$ cat src/rtl/decim_timing_ctrl.sv
// Timing controller for the DSM decimation filter. Everything runs on the master
// clk. Clock-enable strobes replace divided clocks, and one shared comb
// subtractor is time-multiplexed across the comb stages. The decimated sample is
// presented through a valid/ready handshake.
// Optional build macro: OVR_COUNT_EN adds the 8-bit saturating ovrCount output.
module decim_timing_ctrl #(
  parameter int MAX_LOG2_RATIO = 6,
  parameter int COMB_STAGES    = 3,
  parameter int RST_LOG2_RATIO = 6
) (
  input  logic       clk,
  input  logic       rstN,
  input  logic       enable,
  input  logic [2:0] cfgLog2Ratio,
  input  logic       cfgLoad,
  output logic       stbFast,
  output logic       stbSlow,
  output logic       combEn,
  output logic [1:0] combSel,
  output logic       outValid,
  input  logic       outReady,
  output logic       overrun,
  input  logic       ovrClr
`ifdef OVR_COUNT_EN
  ,
  output logic [7:0] ovrCount
`endif
);

  typedef enum logic [1:0] {IDLE = 2'd0, COMB = 2'd1, HOLD = 2'd2} ctrlState_t;

  localparam int             CW       = MAX_LOG2_RATIO;
  localparam logic [2:0]     MIN_LOG2 = 3'd3;
  localparam logic [2:0]     MAX_LOG2 = 3'(MAX_LOG2_RATIO);
  localparam logic [2:0]     RST_LOG2 = 3'(RST_LOG2_RATIO);
  localparam logic [1:0]     LAST_SEL = 2'(COMB_STAGES - 1);
  localparam logic [CW-1:0]  CNT_ONE  = CW'(1);

  // Keep a requested exponent inside the supported 3..MAX range.
  function automatic logic [2:0] clampLog2(input logic [2:0] v);
    logic [2:0] r;
    if (v < MIN_LOG2) begin
      r = MIN_LOG2;
    end else if (v > MAX_LOG2) begin
      r = MAX_LOG2;
    end else begin
      r = v;
    end
    return r;
  endfunction

  // Mask with the nBits least significant bits set.
  function automatic logic [CW-1:0] lowMask(input logic [2:0] nBits);
    logic [CW-1:0] m;
    for (int i = 0; i < CW; i++) begin
      m[i] = (i < int'(nBits));
    end
    return m;
  endfunction

  logic [CW-1:0] cnt_r;
  logic [2:0]    log2Ratio_r;
  logic [2:0]    pendLog2_r;
  logic          pendValid_r;
  ctrlState_t    state_r;
  ctrlState_t    stateNext_s;
  logic [1:0]    combSel_r;
  logic [1:0]    combSelNext_s;
  logic          overrun_r;
  logic          drop_s;
  logic [CW-1:0] ratioMask_s;
  logic [CW-1:0] fastMask_s;
  logic          wrap_s;
  logic          stbSlow_s;
  logic          stbFast_s;
  logic [2:0]    cfgClamped_s;

  // R-1 is all ones in the low k bits. The fast strobe fires when the low k-3
  // bits are all ones, so it pulses 8 times per period and every cycle for k=3.
  assign ratioMask_s  = lowMask(log2Ratio_r);
  assign fastMask_s   = lowMask(log2Ratio_r - 3'd3);
  assign wrap_s       = (cnt_r == ratioMask_s);
  assign stbSlow_s    = enable & wrap_s;
  assign stbFast_s    = enable & ((cnt_r & fastMask_s) == fastMask_s);
  assign cfgClamped_s = clampLog2(cfgLog2Ratio);

  // Counter and ratio. A new ratio takes effect only at the period wrap, unless
  // the counter is stopped, in which case it applies at once and restarts cnt.
  always_ff @(posedge clk) begin
    if (!rstN) begin
      cnt_r       <= '0;
      log2Ratio_r <= RST_LOG2;
      pendLog2_r  <= 3'd0;
      pendValid_r <= 1'b0;
    end else if (!enable) begin
      if (cfgLoad) begin
        log2Ratio_r <= cfgClamped_s;
        cnt_r       <= '0;
        pendValid_r <= 1'b0;
      end
    end else if (wrap_s) begin
      cnt_r       <= '0;
      pendValid_r <= 1'b0;
      if (cfgLoad) begin
        log2Ratio_r <= cfgClamped_s;
      end else if (pendValid_r) begin
        log2Ratio_r <= pendLog2_r;
      end
    end else begin
      cnt_r <= cnt_r + CNT_ONE;
      if (cfgLoad) begin
        pendLog2_r  <= cfgClamped_s;
        pendValid_r <= 1'b1;
      end
    end
  end

  // Sequencer state and comb stage index.
  always_ff @(posedge clk) begin
    if (!rstN) begin
      state_r   <= IDLE;
      combSel_r <= 2'd0;
    end else begin
      state_r   <= stateNext_s;
      combSel_r <= combSelNext_s;
    end
  end

  // Next-state logic. A slow strobe that cannot start a sequence is a drop. When
  // enable is low, the machine freezes, but a HOLD handshake still completes.
  always_comb begin
    stateNext_s   = state_r;
    combSelNext_s = combSel_r;
    drop_s        = 1'b0;
    case (state_r)
      IDLE: begin
        if (stbSlow_s) begin
          stateNext_s   = COMB;
          combSelNext_s = 2'd0;
        end else begin
          stateNext_s = IDLE;
        end
      end
      COMB: begin
        drop_s = stbSlow_s;
        if (!enable) begin
          stateNext_s = COMB;
        end else if (combSel_r == LAST_SEL) begin
          stateNext_s   = HOLD;
          combSelNext_s = 2'd0;
        end else begin
          stateNext_s   = COMB;
          combSelNext_s = combSel_r + 2'd1;
        end
      end
      HOLD: begin
        if (outReady) begin
          if (stbSlow_s) begin
            stateNext_s   = COMB;
            combSelNext_s = 2'd0;
          end else begin
            stateNext_s = IDLE;
          end
        end else begin
          drop_s = stbSlow_s;
        end
      end
      default: begin
        stateNext_s   = IDLE;
        combSelNext_s = 2'd0;
      end
    endcase
  end

  // Sticky overrun flag. A drop in the same cycle as a clear leaves it set.
  always_ff @(posedge clk) begin
    if (!rstN) begin
      overrun_r <= 1'b0;
    end else if (drop_s) begin
      overrun_r <= 1'b1;
    end else if (ovrClr) begin
      overrun_r <= 1'b0;
    end
  end

`ifdef OVR_COUNT_EN
  logic [7:0] ovrCount_r;

  // Saturating count of dropped events. A clear that coincides with a drop
  // counts that drop.
  always_ff @(posedge clk) begin
    if (!rstN) begin
      ovrCount_r <= 8'd0;
    end else if (drop_s) begin
      if (ovrClr) begin
        ovrCount_r <= 8'd1;
      end else if (ovrCount_r != 8'hFF) begin
        ovrCount_r <= ovrCount_r + 8'd1;
      end
    end else if (ovrClr) begin
      ovrCount_r <= 8'd0;
    end
  end

  assign ovrCount = ovrCount_r;
`endif

  assign stbFast  = stbFast_s;
  assign stbSlow  = stbSlow_s;
  assign combEn   = (state_r == COMB) & enable;
  assign combSel  = combSel_r;
  assign outValid = (state_r == HOLD);
  assign overrun  = overrun_r;

endmodule

$ cat config.mk
export PLATFORM = sky130hd
export DESIGN_NAME = decim_timing_ctrl
export DESIGN_NICKNAME = d
export VERILOG_FILES = /design/src/rtl/decim_timing_ctrl.sv
export SDC_FILE = /design/constraint.sdc
export NUM_CORES = 1
export LEC_CHECK = 0
export ABC_AREA = 1
export CORE_UTILIZATION = 50
export CTS_BUF_LIST = sky130_fd_sc_hd__clkbuf_4 sky130_fd_sc_hd__clkbuf_8
export CTS_CLUSTER_DIAMETER = 40
export CTS_CLUSTER_SIZE = 24
export DETAILED_ROUTE_END_ITERATION = 8
export PLACE_DENSITY = 0.76
export SETUP_SLACK_MARGIN = 0.5
export SLEW_MARGIN = 10
export SYNTH_ARGS = -nofsm -noshare
export SYNTH_HDL_FRONTEND = slang
export SYNTH_SLANG_ARGS = --single-unit
export TNS_END_PERCENT = 20
$ cat constraint.sdc
create_clock -name clk -period 1.6 [get_ports clk]
set_input_delay 0.32 -clock clk [delete_from_list [all_inputs] [get_ports clk]]
set_output_delay 0.32 -clock clk [all_outputs]
set_load 0.05 [all_outputs]
; Yosys cells after proc, flatten, opt, wreduce, memory -nomap -nowiden
; Index checks and enable logic that the tools add are counted.
[word_totals]
register_bits = 18
input_bits = 9
out_inout_bits = 7
elab_cells = 74
[classes]
addsub = 3
n_lt_le_gt_ge = 14
eq_ne = 9
n_mux = 28
bitwise_logic = 5
reduce_logical = 8
[op_table]
columns = cell, count
row1 = $mux W3, 7
row2 = $mux W6, 3
row3 = $mux W2, 7
row4 = $eq A6 B6 Y1, 2
row5 = $lt A1 B3 Y1 const A, 4
row6 = $lt A2 B3 Y1 const A, 4
row7 = $lt A3 B3 Y1 const A, 4
row8 = $pmux W2 S3, 2
row9 = $mux W1, 8
row10 = $add A6 B1 Y6 const B, 1
row11 = $and A6 B6 Y6, 1
row12 = $reduce_and A3 Y1, 2
row13 = $reduce_bool A2 Y1, 3
row14 = $eq A2 B2 Y1 const B, 2
row15 = $ne A2 B1 Y1 const B, 2
row16 = $reduce_and A2 Y1, 2
row17 = $and A1 B1 Y1, 3
row18 = $gt A3 B3 Y1 const B, 1
row19 = $lt A3 B2 Y1 const B, 1
row20 = $ne A3 B3 Y1 const B, 1
row21 = $sub A3 B2 Y3 const B, 1
row22 = $add A2 B1 Y2 const B, 1
row23 = $eq A2 B1 Y1 const B, 1
row24 = $logic_not A2 Y1, 1
row25 = 3 further kinds, 3

; Longest topological paths before layout
; Gate-level depths: netlist (run 1).
[depth]
word_depth = 6
ltp_mapped = 13

; Least setup slack after synthesis (run 1)
; OpenSTA, ideal clock, no wires.
[synth_path]
path_type = register -> output
start = register log2Ratio_r[1]
end = output port stbFast
arrival_ns = 1.714
required_ns = 1.280
slack_ns = -0.434
stages_incl_launch_ff = 5
n_path_buf = 0
path_cell_list = dfxtp_1 > ha_1 > o21ai_0 > nand3_1 > a21oi_1
[synth_between]
elab_chain_cells = 5
elab_cells_between_ends = 10
[synth_lines]
columns = item, line_no
row1 = start: declaration, 62  ; logic [2:0] log2Ratio_r;
row2 = start signal: assignment, 97  ; log2Ratio_r <= cfgClamped_s;
row3 = start signal: assignment, 105  ; log2Ratio_r <= cfgClamped_s;
row4 = start signal: assignment, 107  ; log2Ratio_r <= pendLog2_r;
row5 = $sub A3 B2 Y3 *, 81  ; assign fastMask_s = lowMask(log2Ratio_r - 3'd3);
row6 = "$lt A1 B3 Y1, or another cell as far along", 56  ; m[i] = (i < int'(nBits));
row7 = $and A6 B6 Y6, 84  ; assign stbFast_s = enable & ((cnt_r & fastMask_s) == fastMask_s);
row8 = $eq A6 B6 Y1 *, 84
row9 = $and A1 B1 Y1 *, 84
row10 = end: declaration, 16  ; output logic stbFast,
; Every way passes the cells marked *; elsewhere a longest branch is shown, timed or not.

; Worst setup path after layout (run 1)
[layout_path]
start = register log2Ratio_r[1]
end = output port stbSlow
[layout_between]
elab_chain_cells = 3
elab_cells_between_ends = 8
[layout_lines]
columns = item, line_no
row1 = "$lt A1 B3 Y1, or another cell as far along", 56
row2 = $eq A6 B6 Y1 *, 82  ; assign wrap_s = (cnt_r == ratioMask_s);
row3 = $and A1 B1 Y1 *, 83  ; assign stbSlow_s = enable & wrap_s;
row4 = end: declaration, 17  ; output logic stbSlow,
; Marks and branches as above.

==> results of run 1 <==
[registers in the layout, indices dropped and copies added (netlist names)]
register and count:
cnt_r 6, log2Ratio_r 3, pendLog2_r 3, combSel 2, state_r 2, overrun 1, pendValid_r 1
[where the power goes]
group | total, mW | switching (mW) | internal (mW)
Combinational | 0.227 | 0.124 | 0.104
Sequential | 0.477 | 0.0122 | 0.465
Clock | 0.275 | 0.137 | 0.138
Total | 0.980 | 0.272 | 0.707
[timing repair]
item,in CTS,in global routing
endpoints found under the hold margin,0,0
pin swaps,3,2
setup endpoints to repair,25,25
resized for setup,11,16
setup buffers,0,0
[worst register-to-register path: cells and delay by family, from the launching register on]
| family | cells | cell delay [ns] |
|---|---|---|
| compound gates | 1 | 0.12 |
| flops | 1 | 0.36 |
| fa+ha+maj | 2 | 0.30 |
| simple gates | 8 | 0.60 |
| buf+inv | 3 | 0.25 |
[Yosys cell counts]
cell type	count	area share, %
nand3_1	15	6.1
mux2_2	1	0.91
nand2_4	3	2.7
nand4_1	2	1.0
nand3_2	3	2.4
clkinv_1	4	1.2
o21a_1	1	0.61
buf_2	2	0.81
nand2_2	2	1.0
nand2_1	50	15
inv_1	22	6.7
inv_2	3	0.91
o21bai_1	1	0.61
nor2_1	9	2.7
dfxtp_1	18	29
xor2_1	3	2.1
nor2_2	3	1.5
a21oi_1	17	6.9
inv_6	1	0.71
o21ai_1	2	0.81
nand2_8	1	1.6
or2_2	1	0.51
nor2_4	2	1.8
o21ai_2	1	0.71
ha_1	7	7.1
o21ai_0	8	3.2
o31ai_1	1	0.61
[placed cells by master (no fill, tap or decap), types with 4 or more instances in the layout]
master / count
clkinv_1: 4
a21oi_2: 4
dfxtp_2: 7
nand2_1: 49
a21oi_1: 12
buf_4: 16
dfxtp_1: 10
nand3_1: 13
nand3_2: 4
inv_2: 5
buf_12: 6
nor2_2: 4
nor2_1: 8
inv_1: 19
clkdlybuf4s50_1: 7
o21ai_0: 6
[final cells by class]
class	count	area, um2	share of cell area (%)
clock buffers	4	36.28	2.058
inverters	30	125.1	7.097
multi-input cells	133	848.3	48.12
flip-flops and latches	18	372.9	21.15
well taps	28	35.03	1.987
repair buffers	32	345.3	19.59
[logic make-up (layout without fill, tap and decap cells)]
group	after synthesis	in the layout	synth area share [%]
xor gates and xnor gates	3	3	2.132
DFF	18	18	29.24
AOI/OAI and AO/OA	31	31	13.50
buffers and inverters	32	66	10.36
and+or+nand+nor	91	91	36.75
adders and majority gates	7	7	7.106
muxes	1	1	0.9136
[layer usage]
layer	wire length, um	share of wire (%)	GRT usage [%]	vias up
met5	0	0	0	-
li1	-	-	-	650
met3	87	3.1	3.509	2
met1	1240	44	25.63	548
met4	15	0.53	5.405	0
met2	1483	52	44.16	20
[final timing paths]
path,start,endpoint,slack (ns),depth (start not counted)
setup / recovery,log2Ratio_r[1]$_SDFFE_PN1P_,stbSlow,-0.40,9
hold / removal,pendValid_r$_SDFFE_PN0P_,pendValid_r$_SDFFE_PN0P_,0.49,2
setup reg to reg,log2Ratio_r[1]$_SDFFE_PN1P_,pendLog2_r[0]$_SDFFE_PN0P_,-0.12,14
hold reg to reg,pendValid_r$_SDFFE_PN0P_,pendValid_r$_SDFFE_PN0P_,0.49,2
==> reports/results.tsv, run 1 <==
metric	value	unit
status	finished, violations left	
violations	negative setup slack	
cts_tree	done	
cts.clk_slew.worst_paths	0.10	ns
ctsHoldBuffers	0	
dpl_worst_slack	-0.1528	ns
cp.arrival	1.68	ns
io_buffer_count	15	
slew_violations	0	
power.total	0.9798	mW
gp_congestion	0.7827	
design.core.area	2276	um2
syn_nets	199	
fmax	0.5010	GHz
layoutNonFillerInstCount	245	
fp-row-count	17	
die_w	51.65	um
p_leak	0.7379	nW
grt_pass1_wl	4595	um
wirelength	2827	um
die-area	2667	um2
required	1.28	ns
numCtsBuffers	3	
drt_iter0_drc	33	
finalCoreUtilization	77.46	%
antenna_cells	0	
first_global_vias	1143	
vias	1220	
syn-cell-area	1232	um2
crit_path_max_fanout	3	
skew	0.003218	ns
wl_per_cell	11.54	um
layout.nets	234	
end_kind	primary output	
drc	0	
critPathKind	flip-flop to primary output	
hp-class	flip-flop to flip-flop	
hold_viol	0	
clock_latency	0.29	ns
post-route-period-util	124.8	%
place_area	1657	um2
cts.sinks	18	
cpMostUsedCell	ha_4	
relSlewSlack	80.55	%
first_pass_iters	4	
grt-ovfl-total	0	
fill_cells	157	
drive_gt1_share	34.56	%
cts_root_buffer	clkbuf_4	
rsz0062_at_grt	yes	
setup_violations	15	
die_y	51.65	um
hold_slack	0.4912	ns
vias_per_cell	4.980	
grt.total_usage	22.82	%
clockBufferDepth	2	
crit_family	simple AND/OR/NAND/NOR gates	
cts_max_level	1	
grt_antenna_before_repair	0	
grt_max_degree	11	
final_antenna_net_count	0	
critPathSlowestCell	dfxtp_4	
ys_seq_elements	18	
worst_slack	-0.3961	ns
netlist-cell-type-count	27	
start_util	54.15	%
start_kind	flip-flop	
critical_path_buf_inv_count	2	
ys_warn_count	0	
power_per_cell_area	555.8	nW/um2
cp_slowest_stage_delay	0.36	ns
final_area	1763	um2
syn_avg_cell_area	6.735	um2
io_pins	16	
worst_slew_pin_slew	0.2899	ns
syn-instance-count	183	
post-place-cells	241	
crit_chain	ha_4 > ha_4 > nand2_2 > o21a_1 > nand3_2 > nor2_4 > nand3_4 > inv_8 > buf_12	
maxCapViolCount	0	
synth-seq-area-share	29.24	%
tns	-1.415	ns
min_period	1.996	ns
max-vdd-ir-drop	0.0005630	V
hpwl	2141	um
synthToLayoutAreaGrowth	43.05	%
No activity file was read; power rests on OpenSTA's default activity.
==> run 2: changes to the inputs <==
- CORE_MARGIN: unset -> 5
- SLEW_MARGIN: 10 -> 5
==> run 2 against run 1 <==
Compared with the run above:
- the run still ends with negative setup slack left
- sequential share of layout area is 0.41 points lower
- via count grew 5.7%
- clock skew grew 0.0089 ns
- utilization shrank 3.1 points
- sequential power about the same
- cell count grew 2.0%
- total power increased by 1.9%
- first-iteration DRC count increased by 88%
- fmax grew 0.32%
- wire length up 9.7%
- worst setup slack gained 0.0064 ns
- critical path type unchanged
- highest routed layer unchanged
==> reports/results.tsv, run 2 (synthesized netlist as in run 1, its figures left out) <==
metric	value	unit
min_period	1.990	ns
power_per_cell_area	557.4	nW/um2
layoutNonFillerInstCount	250	
critical_path_buf_inv_count	2	
cts_tree	done	
crit_chain	ha_4 > ha_4 > nand2_2 > o21a_1 > nand3_2 > nor2_4 > nand3_4 > inv_8 > buf_12	
vias_per_cell	5.156	
grt.total_usage	19.65	%
start_util	51.14	%
power.total	0.9987	mW
cpMostUsedCell	ha_4	
hold_viol	0	
dpl_worst_slack	-0.1418	ns
cts_max_level	1	
first_global_vias	1313	
vias	1289	
post-route-period-util	124.4	%
critPathSlowestCell	dfxtp_4	
worst_slack	-0.3897	ns
gp_congestion	0.8321	
rsz0062_at_grt	yes	
crit_family	simple AND/OR/NAND/NOR gates	
cts.sinks	18	
antenna_cells	0	
io_buffer_count	15	
drt_iter0_drc	62	
required	1.28	ns
cts.clk_slew.worst_paths	0.11	ns
final_cell_mix	nand2_1, inv_1, buf_4, nand3_1, dfxtp_1	
p_leak	0.7505	nW
skew	0.01211	ns
ctsHoldBuffers	0	
grt-ovfl-total	0	
fmax	0.5026	GHz
io_pins	16	
hpwl	2413	um
relSlewSlack	74.50	%
drive_gt1_share	35.45	%
grt_antenna_before_repair	0	
die-area	3558	um2
cp_slowest_stage_delay	0.36	ns
post-place-cells	244	
wl_per_cell	12.41	um
start_kind	flip-flop	
worst_slew_pin_slew	0.3802	ns
first_pass_iters	4	
drc	0	
status	finished, violations left	
setup_violations	16	
die_y	59.65	um
fill_cells	177	
clock_latency	0.31	ns
cp.arrival	1.67	ns
crit_path_max_fanout	2	
critPathKind	flip-flop to primary output	
maxCapViolCount	0	
synthToLayoutAreaGrowth	45.38	%
design.core.area	2410	um2
die_w	59.65	um
hold_slack	0.4966	ns
top_register	cnt_r	
wirelength	3102	um
clockBufferDepth	2	
hp-class	flip-flop to flip-flop	
top_regs	cnt_r: 6 flops, log2Ratio_r: 3 flops, pendLog2_r: 3 flops	
cts_root_buffer	clkbuf_4	
slew_violations	0	
grt_pass1_wl	5285	um
violations	negative setup slack	
final_antenna_net_count	0	
numCtsBuffers	3	
largest_reg_flops	6	
layout.nets	237	
grt_max_degree	11	
end_kind	primary output	
fp-row-count	18	
layout_commonest_cell	nand2_1	
max-vdd-ir-drop	0.0005713	V
==> run 2: cell count changes in the layout (fill, tap and decap cells not counted) <==
cell | previous run | this run
a21oi_1 | 12 | 10
a21oi_2 | 4 | 6
buf_4 | 16 | 19
dfxtp_1 | 10 | 11
dfxtp_2 | 7 | 6
inv_1 | 19 | 20
inv_2 | 5 | 4
nand2_2 | 3 | 2
nand2_4 | 3 | 4
o21ai_2 | 2 | 3
o21ai_4 | 1 | 0
==> run 2: worst register-to-register path, stage by stage (launching register included) <==
cell	delay, ns
dfxtp_4	0.36
ha_4	0.15
ha_4	0.16
o21ai_1	0.11
nand2_1	0.08
nand3_2	0.09
nor2_4	0.05
buf_4	0.14
nand2_4	0.07
nand2_8	0.08
inv_6	0.09
nand2_4	0.06
nand2_1	0.06
clkinv_1	0.07
nor2_2	0.11
==> run 2: metal layers <==
metal	track usage, %	up-vias	share of wire (%)
li1	-	658	-
met1	21.64	587	41
met2	35.34	33	53
met3	3.922	11	3.5
met4	9.494	0	2.2
met5	0	-	0
==> run 2: final cells by class <==
| cell class | instances | area [um2] | share of cell area, % |
|---|---|---|---|
| inverters | 30 | 125.1 | 6.983 |
| clock buffers | 4 | 36.28 | 2.025 |
| well taps | 30 | 37.54 | 2.095 |
| flip-flops and latches | 18 | 371.6 | 20.74 |
| multi-input cells | 133 | 853.3 | 47.63 |
| repair buffers | 35 | 367.9 | 20.53 |
==> run 2: through the flow <==
| stage | TNS, ns | utilization, % | cell area (um2) |
|---|---|---|---|
| 2_1_floorplan | -0.0009164 | - | 1296 |
| 3_3_place_gp | -0.6178 | 69.16 | 1667 |
| 3_5_place_dp | -1.117 | 69.16 | 1667 |
| 4_1_cts | -2.062 | 73.05 | 1760 |
| 5_1_grt | -3.638 | 74.35 | 1792 |
| 6_report | -1.676 | 74.35 | 1792 |
==> run 2: path summary, 6_finish.rpt <==
| kind | startpoint | endpoint | slack (ns) | cells past startpoint |
|---|---|---|---|---|
| max | log2Ratio_r[1]$_SDFFE_PN1P_ | stbSlow | -0.39 | 9 |
| max reg2reg | log2Ratio_r[1]$_SDFFE_PN1P_ | pendLog2_r[2]$_SDFFE_PN0P_ | -0.14 | 14 |
| min reg2reg | state_r[1]$_SDFFE_PN0P_ | state_r[1]$_SDFFE_PN0P_ | 0.50 | 2 |
| min | state_r[1]$_SDFFE_PN0P_ | state_r[1]$_SDFFE_PN0P_ | 0.50 | 2 |
==> run 2: report_power, final <==
part | total [mW] | leakage, nW | switching (mW) | internal, mW
sequential | 0.477 | 0.150 | 0.0120 | 0.465
clock | 0.286 | 0.0210 | 0.147 | 0.139
combinational | 0.235 | 0.580 | 0.128 | 0.107
==> run 2: what timing repair did <==
| item | in CTS | in global routing |
|---|---|---|
| pin swaps | 5 | 5 |
| cloned | 0 | 0 |
| resized for setup | 18 | 9 |
| hold endpoints to repair | 0 | 0 |
| buffers inserted | 2 | 0 |
| setup endpoints to repair | 25 | 25 |
==> run 3: changes to the inputs <==
- PLACE_DENSITY: 0.76 -> 0.73
- clock period: 1.6 -> 2 ns (I/O delays scaled with it)
==> run 3 against run 2 <==
Compared with the run above:
- the flow still finishes with violations (negative setup slack)
- via count down 3.2%
- first-iteration DRC count fell by 53%
- register-to-register slack better by 0.29 ns
- global-route usage is 1.6 points lower
- flip-flop and latch count did not move
- die area stayed put
- total power fell by 19%
- clock-buffer cell count unchanged
- largest cell class unchanged
- largest power group unchanged
==> reports/results.tsv, run 3 (synthesized netlist as in run 1, its figures left out) <==
metric	value	unit
max-vdd-ir-drop	0.0005040	V
violations	negative setup slack	
grt.total_usage	18.01	%
clockBufferDepth	2	
numCtsBuffers	3	
rr_startpoint	log2Ratio_r[0]$_SDFFE_PN0P_	
dpl_worst_slack	0.04813	ns
vias_per_cell	5.222	
ff2ff_path_depth	13	
p_leak	0.7447	nW
vias	1248	
slew_violations	0	
start_kind	flip-flop	
die_y	59.65	um
grt_pass1_wl	4857	um
drive_gt1_share	43.54	%
crit_path_max_fanout	3	
top_register	cnt_r	
fill_cells	167	
die-area	3558	um2
cpMostUsedCell	ha_4	
status	finished, violations left	
critPathSlowestCell	dfxtp_4	
layout_commonest_cell	nand2_1	
start_util	51.14	%
relSlewSlack	72.05	%
wirelength	3080	um
synthToLayoutAreaGrowth	47.82	%
design.core.area	2410	um2
hpwl	2211	um
skew	0.005468	ns
r2r_end	combSel[1]$_SDFFE_PN0P_	
cts_root_buffer	clkbuf_4	
top_regs	cnt_r: 6 flops, log2Ratio_r: 3 flops, pendLog2_r: 3 flops	
io_buffer_count	15	
critical_path_buf_inv_count	2	
hold_viol	0	
cp.arrival	1.72	ns
worst_slack	-0.1210	ns
fmax	0.4715	GHz
maxCapViolCount	0	
cts.sinks	18	
finalCoreUtilization	75.60	%
clock_latency	0.30	ns
min_to	overrun$_SDFFE_PN0P_	
post-place-cells	230	
grt_max_degree	11	
io_pins	16	
crit_chain	ha_4 > ha_4 > nand2_2 > o21a_1 > nand3_2 > nor2_4 > nand3_4 > inv_8 > buf_12	
power_per_cell_area	444.6	nW/um2
first_global_vias	1209	
post-route-period-util	106.0	%
final_antenna_net_count	0	
drt_iter0_drc	29	
drc	0	
antenna_cells	0	
fp-row-count	18	
required	1.60	ns
rsz0062_at_grt	yes	
wl_per_cell	12.89	um
die_w	59.65	um
grt-ovfl-total	0	
multi_input_area	979.7	um2
layoutNonFillerInstCount	239	
final_cell_mix	nand2_1, inv_1, dfxtp_1, nand3_1, nand2_4	
gp_congestion	0.8370	
grt_antenna_before_repair	0	
setup_violations	1	
cts_tree	done	
hold_depth	2	
tns	-0.1210	ns
rrSetupSlack	0.15	ns
crit_family	simple AND/OR/NAND/NOR gates	
largest_reg_flops	6	
worst_slew_pin_slew	0.4177	ns
first_pass_iters	5	
cts.clk_slew.worst_paths	0.11	ns
min_period	2.121	ns
hp-class	flip-flop to flip-flop	
end_kind	primary output	
cp_slowest_stage_delay	0.37	ns
cts_max_level	1	
seqCellArea	379.1	um2
worstHoldStart	overrun$_SDFFE_PN0P_	
power.total	0.8100	mW
critPathKind	flip-flop to primary output	
layout.nets	226	
-- run 3: final cells by class --
class / instances / share of cell area (%)
Inverter: 30 / 7.830
Clock buffer: 4 / 1.992
Multi-Input combinational cell: 133 / 53.78
Timing Repair Buffer: 24 / 13.53
Tap cell: 30 / 2.060
Sequential cell: 18 / 20.81
-- run 3: timing repair --
item	CTS	global route
gates resized for setup	57	30
hold buffers	0	0
buffers inserted	3	2
pin swaps	23	22
setup endpoints to repair	24	21
-- run 3: stage by stage --
step                area, um2  hold slack (ns)
floorplan                1289           0.4579
global placement         1524           0.4550
detailed placement       1524           0.4631
CTS                      1719           0.4777
global route             1822           0.5041
finish                   1822           0.4834
-- run 3: power breakdown --
part           switching [mW]  total (mW)  internal, mW
sequential             0.0101       0.379         0.369
clock                   0.118       0.229         0.111
combinational           0.118       0.202        0.0848
total                   0.246       0.810         0.564
-- run 3: worst max path at each step --
| stage | from | to | slack, ns | cells after the start |
|---|---|---|---|---|
| 2_1_floorplan | log2Ratio_r[1]$_SDFFE_PN1P_ | stbSlow | 0.32 | 8 |
| 4_1_cts | log2Ratio_r[0]$_SDFFE_PN0P_ | stbSlow | -0.16 | 9 |
| 5_1_grt | log2Ratio_r[0]$_SDFFE_PN0P_ | stbSlow | -0.21 | 9 |
| 6_report | log2Ratio_r[0]$_SDFFE_PN0P_ | stbSlow | -0.12 | 9 |
| 3_5_place_dp | enable | stbFast | 0.05 | 6 |
| 3_3_place_gp | enable | stbFast | 0.10 | 6 |
-- run 3: per-layer routing --
layer	GRT usage [%]	wire, um	vias to the layer above
li1	-	-	642
met1	19.02	1289	573
met2	32.56	1640	25
met3	3.268	83	8
met4	10.76	66	0
met5	0	0	-
-- run 3: worst reg2reg max path, stage by stage (launching register included) --
cell	delay, ns
dfxtp_4	0.37
ha_4	0.16
ha_4	0.15
nand2_2	0.05
o21a_1	0.13
nand3_2	0.08
nor2_4	0.16
nand3_4	0.12
buf_4	0.16
buf_4	0.14
nand2_4	0.07
nand3_1	0.07
nand2_1	0.06
nor2_1	0.04
